File: src/rtl/vga_timing_gen.sv
// vga_timing_gen: parametrised VGA raster timing generator with pixel-source latency alignment.
// Define VGA_TEST_PATTERN_EN to add selectable 8-bar colour pattern on test_mode.
module vga_timing_gen #(
   parameter int   H_VISIBLE = 1600,
   parameter int   H_FP      = 64,
   parameter int   H_SYNC    = 192,
   parameter int   H_BP      = 304,
   parameter int   V_VISIBLE = 1200,
   parameter int   V_FP      = 1,
   parameter int   V_SYNC    = 3,
   parameter int   V_BP      = 46,
   parameter logic H_POL     = 1'b0,
   parameter logic V_POL     = 1'b0,
   parameter int   PIPE_LAT  = 2,
   parameter int   CW        = 4,
   parameter int   X_W       = 12,
   parameter int   Y_W       = 11
) (
   input  logic              clock_162,
   input  logic              rst,
   input  logic [3*CW-1:0]   pix_rgb,
   input  logic              test_mode,
   output logic [X_W-1:0]    pix_x,
   output logic [Y_W-1:0]    pix_y,
   output logic              pix_req,
   output logic              frame_start,
   output logic              line_start,
   output logic [CW-1:0]     RED,
   output logic [CW-1:0]     GREEN,
   output logic [CW-1:0]     BLUE,
   output logic              HSYNC,
   output logic              VSYNC
);
   localparam int H_TOT = H_VISIBLE + H_FP + H_SYNC + H_BP;
   localparam int V_TOT = V_VISIBLE + V_FP + V_SYNC + V_BP;
   localparam int HS_B  = H_VISIBLE + H_FP;
   localparam int HS_E  = HS_B + H_SYNC;
   localparam int VS_B  = V_VISIBLE + V_FP;
   localparam int VS_E  = VS_B + V_SYNC;
`ifdef VGA_TEST_PATTERN_EN
   localparam int SW = X_W + 3;
`else
   localparam int SW = 3;
`endif
   logic [X_W-1:0]  h_cnt;
   logic [Y_W-1:0]  v_cnt;
   logic [31:0]     hx, vy;
   logic            h_last, v_last, active, hs_raw, vs_raw;
   logic [SW-1:0]   s0, stg;
   logic [3*CW-1:0] colour;
   assign hx     = 32'(h_cnt);
   assign vy     = 32'(v_cnt);
   assign h_last = hx == H_TOT - 1;
   assign v_last = vy == V_TOT - 1;
   always_ff @(posedge clock_162) begin
      if (rst) begin
         h_cnt <= '0;
         v_cnt <= '0;
      end else begin
         h_cnt <= h_last ? '0 : h_cnt + 1'b1;
         if (h_last) v_cnt <= v_last ? '0 : v_cnt + 1'b1;
      end
   end
   assign active      = (hx < H_VISIBLE) && (vy < V_VISIBLE);
   assign hs_raw      = (hx >= HS_B) && (hx < HS_E);
   assign vs_raw      = (vy >= VS_B) && (vy < VS_E);
   assign pix_req     = active;
   assign pix_x       = active ? h_cnt : '0;
   assign pix_y       = active ? v_cnt : '0;
   assign frame_start = (h_cnt == '0) && (v_cnt == '0);
   assign line_start  = (h_cnt == '0) && (vy < V_VISIBLE);
`ifdef VGA_TEST_PATTERN_EN
   assign s0 = {h_cnt, active, hs_raw, vs_raw};
`else
   assign s0 = {active, hs_raw, vs_raw};
`endif
   // Timing flags ride alongside the source's read latency; reset flushes them to blank/inactive.
   generate
      if (PIPE_LAT == 0) begin : g_nolat
         assign stg = s0;
      end else begin : g_lat
         logic [SW-1:0] sr [PIPE_LAT];
         always_ff @(posedge clock_162) begin
            sr[0] <= rst ? '0 : s0;
            for (int i = 1; i < PIPE_LAT; i++) sr[i] <= rst ? '0 : sr[i-1];
         end
         assign stg = sr[PIPE_LAT-1];
      end
   endgenerate
`ifdef VGA_TEST_PATTERN_EN
   localparam int          BAR_W = H_VISIBLE / 8;
   // bar 0 (left) .. bar 7 (right) as {R,G,B} on/off: white,yellow,cyan,green,magenta,red,blue,black
   localparam logic [23:0] BARS  = 24'b000_001_100_101_010_011_110_111;
   logic [31:0] bar_n;
   logic [2:0]  bar_idx, bar;
   assign bar_n   = 32'(stg[SW-1:3]) / BAR_W;
   assign bar_idx = bar_n > 7 ? 3'd7 : bar_n[2:0];
   assign bar     = BARS[3*bar_idx +: 3];
   assign colour  = test_mode ? {{CW{bar[2]}}, {CW{bar[1]}}, {CW{bar[0]}}} : pix_rgb;
`else
   logic unused_test_mode;
   assign unused_test_mode = test_mode;
   assign colour = pix_rgb;
`endif
   always_ff @(posedge clock_162) begin
      if (rst) begin
         {RED, GREEN, BLUE} <= '0;
         HSYNC <= ~H_POL;
         VSYNC <= ~V_POL;
      end else begin
         {RED, GREEN, BLUE} <= stg[2] ? colour : '0;
         HSYNC <= stg[1] ? H_POL : ~H_POL;
         VSYNC <= stg[0] ? V_POL : ~V_POL;
      end
   end
endmodule

File: config.mk
export PLATFORM = sky130hd
export DESIGN_NAME = vga_timing_gen
export DESIGN_NICKNAME = d
export VERILOG_FILES = /design/src/rtl/vga_timing_gen.sv
export SDC_FILE = /design/constraint.sdc
export NUM_CORES = 1
export LEC_CHECK = 0
export ABC_AREA = 1
export BUFFER_PORTS_ARGS = -buffer_cell sky130_fd_sc_hd__buf_2
export CORE_ASPECT_RATIO = 0.75
export CORE_MARGIN = 2
export CORE_UTILIZATION = 52
export CTS_CLUSTER_SIZE = 40
export DETAILED_ROUTE_END_ITERATION = 8
export GPL_TIMING_DRIVEN = 0
export PLACE_DENSITY = 0.84
export SETUP_SLACK_MARGIN = 0.15
export SYNTH_ARGS = -nofsm -noshare
export SYNTH_HDL_FRONTEND = slang
export SYNTH_SLANG_ARGS = --single-unit
File: constraint.sdc
create_clock -name clock_162 -period 2 [get_ports clock_162]
set_clock_uncertainty 0.05 [all_clocks]
set_input_delay 0.6 -clock clock_162 [delete_from_list [all_inputs] [get_ports clock_162]]
set_output_delay 0.6 -clock clock_162 [all_outputs]
set_load 0.02 [all_outputs]
==> summary.txt, run 1 <==
Status
  – Run status: finished with violations
  – Failing checks: setup timing

Finish
  – Fin util: between 80% and 90%
  – Antenna diodes: 0
  – Fraction of layout instances using a drive strength above 1: 37.6%
  – Fill cells: 235
  – Area added between synthesis and finish: 45.3%
  – Nets: 397

Drt
  – DR vias: 2,272
  – DR vias/cell: 5.28
  – Antenna Nets Post-Route: 0
  – Detailed Route WL: 5850 um
  – WL per Instance: between 10 and 15 um
  – Initial DRC count: 162
  – First drt pass iteration count: 5
  – Post-route DRC: 0

Yosys
  – Area of the mapped netlist: roughly 2100 sq um
  – Ys flop type: dfxtp_1
  – Synth Area in Compound Gates: approximately 6%
  – Cells after synthesis: 302
  – Syn avg cell area: slightly below 7 sq um
  – Post-Synth Simple-Gate Area: 34.9%
  – Unique masters post-synth: 29
  – Synth Register Bits: 43
  – Ys Warns: 0
  – FFs w/ async S/R, synth: 0%
  – Part of the Yosys area used for sequential elements: about two fifths
  – Post-synthesis mux area share: 0%
  – Adder-cell share of the synthesized area: 3.02%
  – Synth Area in XOR/XNOR: under 10%
  – Main combinational cell family by area after synthesis: simple AND/OR/NAND/NOR gates
  – Number of enable flip-flop cells after synthesis: 0
  – Synth Net Count: 322

Die
  – Die Width: 76.8 um
  – Initial Utilization: a little under three fifths
  – Num rows: 19
  – Core area: 3730 sq um
  – Die ar.: 4510 sq um
  – IO Pins: 55
  – Die Y: 58.6 um

Global routing
  – GR Overflow Total: 0
  – Initial antenna violation count: 0
  – Vias in the first global route: approximately 2,000
  – Largest net degree at the start of global routing: 16
  – First-pass GRT wire length: 8890 um
  – Total GRT Usage: 25.2%

Pwr
  – Leakage: 1.35 nW
  – PD cells: 530 nW/um^2
  – Total power: 1.59 mW
  – Worst vdd ir: around 380 uV

Worst setup path
  – Worst R2R Start: h_cnt[0]
  – Crit path capture type: output port
  – CP bufs+invs: 3
  – Crit start category: flip-flop
  – R2r endpoint: v_cnt[5]
  – Critical Path Fanout Max: 6
  – Critical Path Slowest Stage Cell: dfxtp_4
  – R2R cell count: 9
  – CP delay by family, top: buffers and inverters
  – Cells along the critical path: nor2_4 -> inv_2 -> o21ai_4 -> nand3_4 -> buf_4 -> nor2_1 -> buf_4
  – CP Data Required Time: 1350 ps
  – Critical path class: reg2out
  – Crit path largest cell delay: 370 ps
  – WP data arrival: 1680 ps
  – R2r setup slk: about 300 ps
  – Most frequent CP cell: buf_4

Place
  – PortBufs: 51
  – Placer's final routability congestion estimate: 0.904
  – Half-perimeter wire length after placement: 3630 um

Worst hold path
  – Worst hold-check path type: reg2reg
  – Hold path startpoint: g_lat.sr[0][4]
  – Hold Path Sink: HSYNC
  – Hold-critical path depth: 1

STA
  – RSZ-0062 raised after global routing: yes
  – Max Slew Vio Count: 0
  – Final setup vio count: 25
  – Fmax achieved: 428 MHz
  – Fin worst setup slack: -334 ps
  – Final period utilization: 117%
  – Min cycle time layout: 2330 ps
  – Final hold vios: 0

Clock tree
  – Clock Tree Buf Depth: 2
  – Clk slew on worst S/H paths: ~90 ps
  – Clock Sinks: 43
  – TritonCTS Buffers: 5
  – Hold_buf cts: 0
  – CTS root buf: clkbuf_8
  – H-tree Lvls: 2
  – CTS tree: done
  – Clk_lat worst skew: 290 ps

Job
  – Max-Cap Viols: 0
power breakdown:
group          switching [mW]  internal [mW]
Sequential            0.00854          0.866
Combinational          0.0870         0.0689
Clock                   0.313          0.250
through the flow:
| stage | setup TNS, ps | hold WS (ps) | area [sq um] | cells | setup WS [ps] |
|---|---|---|---|---|---|
| floorplan | 0 | 302 | 2070 | 302 | 71.1 |
| global placement | -2870 | 304 | 2390 | 405 | -212 |
| detailed placement | -3540 | 310 | 2390 | 405 | -247 |
| CTS | -5680 | 335 | 2890 | 427 | -250 |
| global route | -7490 | 348 | 3010 | 430 | -362 |
| finish | -6280 | 328 | 3010 | 430 | -334 |
worst reg2reg max path, delay by kind of cell, from the launching register on:
| family | cells | cell delay, ps |
|---|---|---|
| buffers and inverters | 3 | 380 |
| adder cells (fa/ha/maj) | 1 | 240 |
| flip-flops | 1 | 360 |
| AND/OR/NAND/NOR | 4 | 440 |
| AO/OA/AOI/OAI | 1 | 150 |
worst max path at each step:
stage                  start         to  slack [ps]  depth (start not counted)
global placement    v_cnt[9]   pix_y[7]        -210                          7
detailed placement  v_cnt[9]   pix_y[7]        -250                          7
floorplan           v_cnt[8]   pix_y[1]          70                          6
CTS                 v_cnt[9]   pix_x[6]        -250                          7
global route        v_cnt[9]  pix_x[10]        -360                          7
finish              v_cnt[9]  pix_x[10]        -330                          7
per-layer routing:
layer | part of all wire, % | global-route usage [%]
met4 | 1.6 | 8.31
met5 | 0 | 0
met1 | 41 | 33.5
met3 | 8.8 | 5.21
met2 | 49 | 41.7
flip-flops by register name (all words and copies together), names as in the netlist:
signal,count
h_cnt,12
v_cnt,11
g_lat.sr,6
BLUE,4
GREEN,4
RED,4
HSYNC,1
VSYNC,1
layout make-up:
cell class / count / area (sq um) / share of cell area (%)
multi-input combinational: 198 / 1150 / 38.4
sequential: 43 / 881 / 29.3
clock inverter: 3 / 23.8 / 0.791
tap: 52 / 65.1 / 2.16
clock buffer: 5 / 68.8 / 2.29
timing repair buffer: 68 / 533 / 17.7
buffer: 8 / 72.6 / 2.41
inverter: 53 / 208 / 6.91
synthesized netlist by cell type (3+ instances only):
| master | n | area (sq um) |
|---|---|---|
| nor2_1 | 69 | 259 |
| nand4_1 | 9 | 56.3 |
| a21oi_1 | 12 | 60.1 |
| inv_1 | 50 | 188 |
| nor3_1 | 9 | 45.0 |
| nand2_1 | 51 | 191 |
| nand3_1 | 16 | 80.1 |
| o21ai_0 | 6 | 30.0 |
| dfxtp_1 | 43 | 861 |
| buf_2 | 4 | 20.0 |
| nor2_2 | 3 | 18.8 |
| xor2_1 | 4 | 35.0 |
| ha_1 | 5 | 62.6 |
cells by family (layout without fill, tap and decap cells):
family          Yosys count  count (layout)
flops                    43              43
compound gates           22              22
buf+inv                  61             137
xor+xnor                  5               5
other cells               1               1
simple gates            165             165
fa+ha+maj                 5               5
cell usage in the layout, fill, tap and decap left out, drive strengths merged:
cell,n
nand3,18
clkbuf,6
xor2,4
buf,75
nand4,9
o21ai,7
o2111ai,1
nor2,73
nor4,1
nor3,9
o31ai,1
conb,1
a31oi,1
inv,53
nand2,55
a21oi,12
clkinv,1
clkinvlp,2
ha,5
xnor2,1
dfxtp,43
what timing repair did:
action | CTS | global route
setup endpoints to repair | 25 | 38
pin swaps | 7 | 3
buffers inserted | 13 | 2
gates resized for setup | 92 | 31
gates cloned | 1 | 1
No activity file was read; power rests on OpenSTA's default activity.
==> inputs of run 2 (changes only) <==
--- a/config.mk
+++ b/config.mk
@@ -8,11 +8,12 @@
 export ABC_AREA = 1
 export BUFFER_PORTS_ARGS = -buffer_cell sky130_fd_sc_hd__buf_2
 export CORE_ASPECT_RATIO = 0.75
-export CORE_MARGIN = 2
+export CORE_MARGIN = 10
 export CORE_UTILIZATION = 52
 export CTS_CLUSTER_SIZE = 40
 export DETAILED_ROUTE_END_ITERATION = 8
 export GPL_TIMING_DRIVEN = 0
+export HOLD_SLACK_MARGIN = 0.08
 export PLACE_DENSITY = 0.84
 export SETUP_SLACK_MARGIN = 0.15
 export SYNTH_ARGS = -nofsm -noshare
==> summary.txt, run 2 (synthesis results as in run 1) <==
Die
  – Die Width: 92.8 um (+21%)
  – Core area: 3760 sq um (+0.64%)
  – Initial Utilization: 55.1% (-0.35 points)
  – IO Pins: 55 (unchanged)
  – Die ar.: 6930 sq um (+54%)
  – Die Y: 74.6 um (+27%)
  – Num rows: 19 (unchanged)

Place
  – Dpl cells: 405 (unchanged)
  – Half-perimeter wire length after placement: 4030 um (+11%)
  – PortBufs: 51 (unchanged)
  – Placer's final routability congestion estimate: 0.969 (+7.2%)
  – DP Area: 2390 sq um (unchanged)

Drt
  – DR vias: 2,261 (-0.48%)
  – WL met1: 2560 um (+7.1%)
  – WL met2: 3030 um (+6.3%)
  – Highest routed layer: met4
  – WL per Instance: 15.2 um (+12%)
  – Antenna Nets Post-Route: 0 (unchanged)
  – DR vias/cell: 5.27 (-0.25%)
  – Metal3 WL: 766 um (+48%)
  – Initial DRC count: 213 (+31%)
  – Detailed Route WL: 6520 um (+11%)
  – First drt pass iteration count: 5 (unchanged)
  – Post-route DRC: 0 (unchanged)

Status
  – Failing checks: setup timing
  – Run status: finished with violations

Worst setup path
  – Critical Path Slowest Stage Cell: dfxtp_4
  – Crit path capture type: output port
  – CP Data Required Time: 1350 ps (about the same)
  – Crit path largest cell delay: 360 ps (about the same)
  – Critical path class: reg2out
  – WP data arrival: 1610 ps (-70 ps)
  – R2R cell count: 9 (unchanged)
  – CP delay by family, top: buffers and inverters
  – Cells along the critical path: nor2_4 -> inv_2 -> o21ai_4 -> nand3_4 -> buf_6 -> nor2_2 -> buf_4
  – Crit path depth: 7 (unchanged)
  – Crit start category: flip-flop
  – Critical Path Fanout Max: 7 (+1)
  – CP bufs+invs: 3 (unchanged)

Worst hold path
  – Hold-critical path depth: 1 (unchanged)
  – Worst hold-check path type: reg2reg

Finish
  – Area added between synthesis and finish: 44.3%
  – Multi-input combinational cell area: 1160 sq um (+0.32%)
  – Nets: 396 (-0.25%)
  – Reg area: 881 sq um (unchanged)
  – Final std cells w/o fill: 429 (-0.23%)
  – Max reg flops: 12 (unchanged)
  – Final Cell Area: 2990 sq um (-0.71%)
  – Antenna diodes: 0 (unchanged)
  – Fraction of layout instances using a drive strength above 1: 38.5% (+0.90 points)
  – Reg with most FFs: h_cnt
  – Top flop regs: h_cnt: 12 flops, v_cnt: 11 flops, g_lat.sr: 6 flops
  – Commonest non-fill, non-tap cell in the layout: nand2_1
  – Fill cells: 251 (+6.8%)
  – Fin util: 79.5% (-1.1 points)
  – Most frequent cells in the layout: nand2_1 (49), nor2_1 (48), inv_1 (41)

STA
  – Final period utilization: 113% (-3.6 points)
  – Final hold vios: 0 (unchanged)
  – Fmax achieved: 442 MHz (+3.2%)
  – Max Slew Vio Count: 0 (unchanged)
  – RSZ-0062 raised after global routing: yes
  – Final setup vio count: 25 (unchanged)
  – Fin worst setup slack: -261 ps (+73.0 ps)
  – Min cycle time layout: 2260 ps (-73.0 ps)
  – Fin Setup TNS: -5580 ps (+708 ps)

Pwr
  – Worst vdd ir: 617 uV (+60%)
  – Leakage: 1.33 nW (-0.96%)
  – Total power: 1.61 mW (+1.4%)
  – PD cells: 541 nW/um^2 (+2.1%)

Global routing
  – First-pass GRT wire length: 10,100 um (+13%)
  – Total GRT Usage: 18.3% (-6.9 points)
  – Vias in the first global route: 2,093 (+6.8%)
  – Initial antenna violation count: 0 (unchanged)
  – GR Overflow Total: 0 (unchanged)
  – Largest net degree at the start of global routing: 16 (unchanged)

Clock tree
  – Clock Tree Buf Depth: 2 (unchanged)
  – CTS tree: done
  – CTS root buf: clkbuf_8
  – Clk slew on worst S/H paths: 90 ps (about the same)
  – Clock Sinks: 43 (unchanged)
  – Clk_lat worst skew: 310 ps (+20 ps)
  – Hold_buf cts: 0 (unchanged)
  – TritonCTS Buffers: 5 (unchanged)
  – H-tree Lvls: 2 (unchanged)

Job
  – Max-Cap Viols: 0 (unchanged)
-- run 2: cell type report --
class	instances	share of cell area (%)
Sequential cell	43	29.5
Tap cell	52	2.18
Timing Repair Buffer	67	17.2
Buffer	8	2.43
Inverter	53	6.79
Clock inverter	3	0.796
Clock buffer	5	2.31
Multi-Input combinational cell	198	38.8
-- run 2: path summary, 6_finish.rpt --
| check | from | endpoint | slack (ps) |
|---|---|---|---|
| setup / recovery | v_cnt[9] | pix_x[6] | -260 |
| hold / removal | g_lat.sr[0][3] | VSYNC | 330 |
| setup reg to reg | h_cnt[0] | v_cnt[2] | 250 |
| hold reg to reg | g_lat.sr[0][3] | VSYNC | 330 |
-- run 2: layer usage --
metal | global-route usage [%] | vias to the layer above
met2 | 28.9 | 140
met3 | 6.65 | 15
met1 | 22.0 | 1033
li1 | - | 1073
met5 | 0 | -
met4 | 8.70 | 0
-- run 2: power by group --
part / internal, mW / switching (mW)
combinational: 0.0693 / 0.0898
clock: 0.250 / 0.333
sequential: 0.865 / 0.00722
total: 1.18 / 0.430
-- run 2: per-stage QoR --
step / hold WS, ps / setup WS, ps
after global routing: 336 / -305
after detailed placement: 311 / -216
after floorplan: 302 / 71.1
after CTS: 331 / -227
final: 329 / -261
after global placement: 303 / -207
-- run 2: repair_timing --
item | 4_1_cts | 5_1_grt
buffers inserted | 14 | 0
cloned | 2 | 0
pin swaps | 10 | 6
gates resized for setup | 104 | 22
endpoints found under the setup margin | 25 | 43
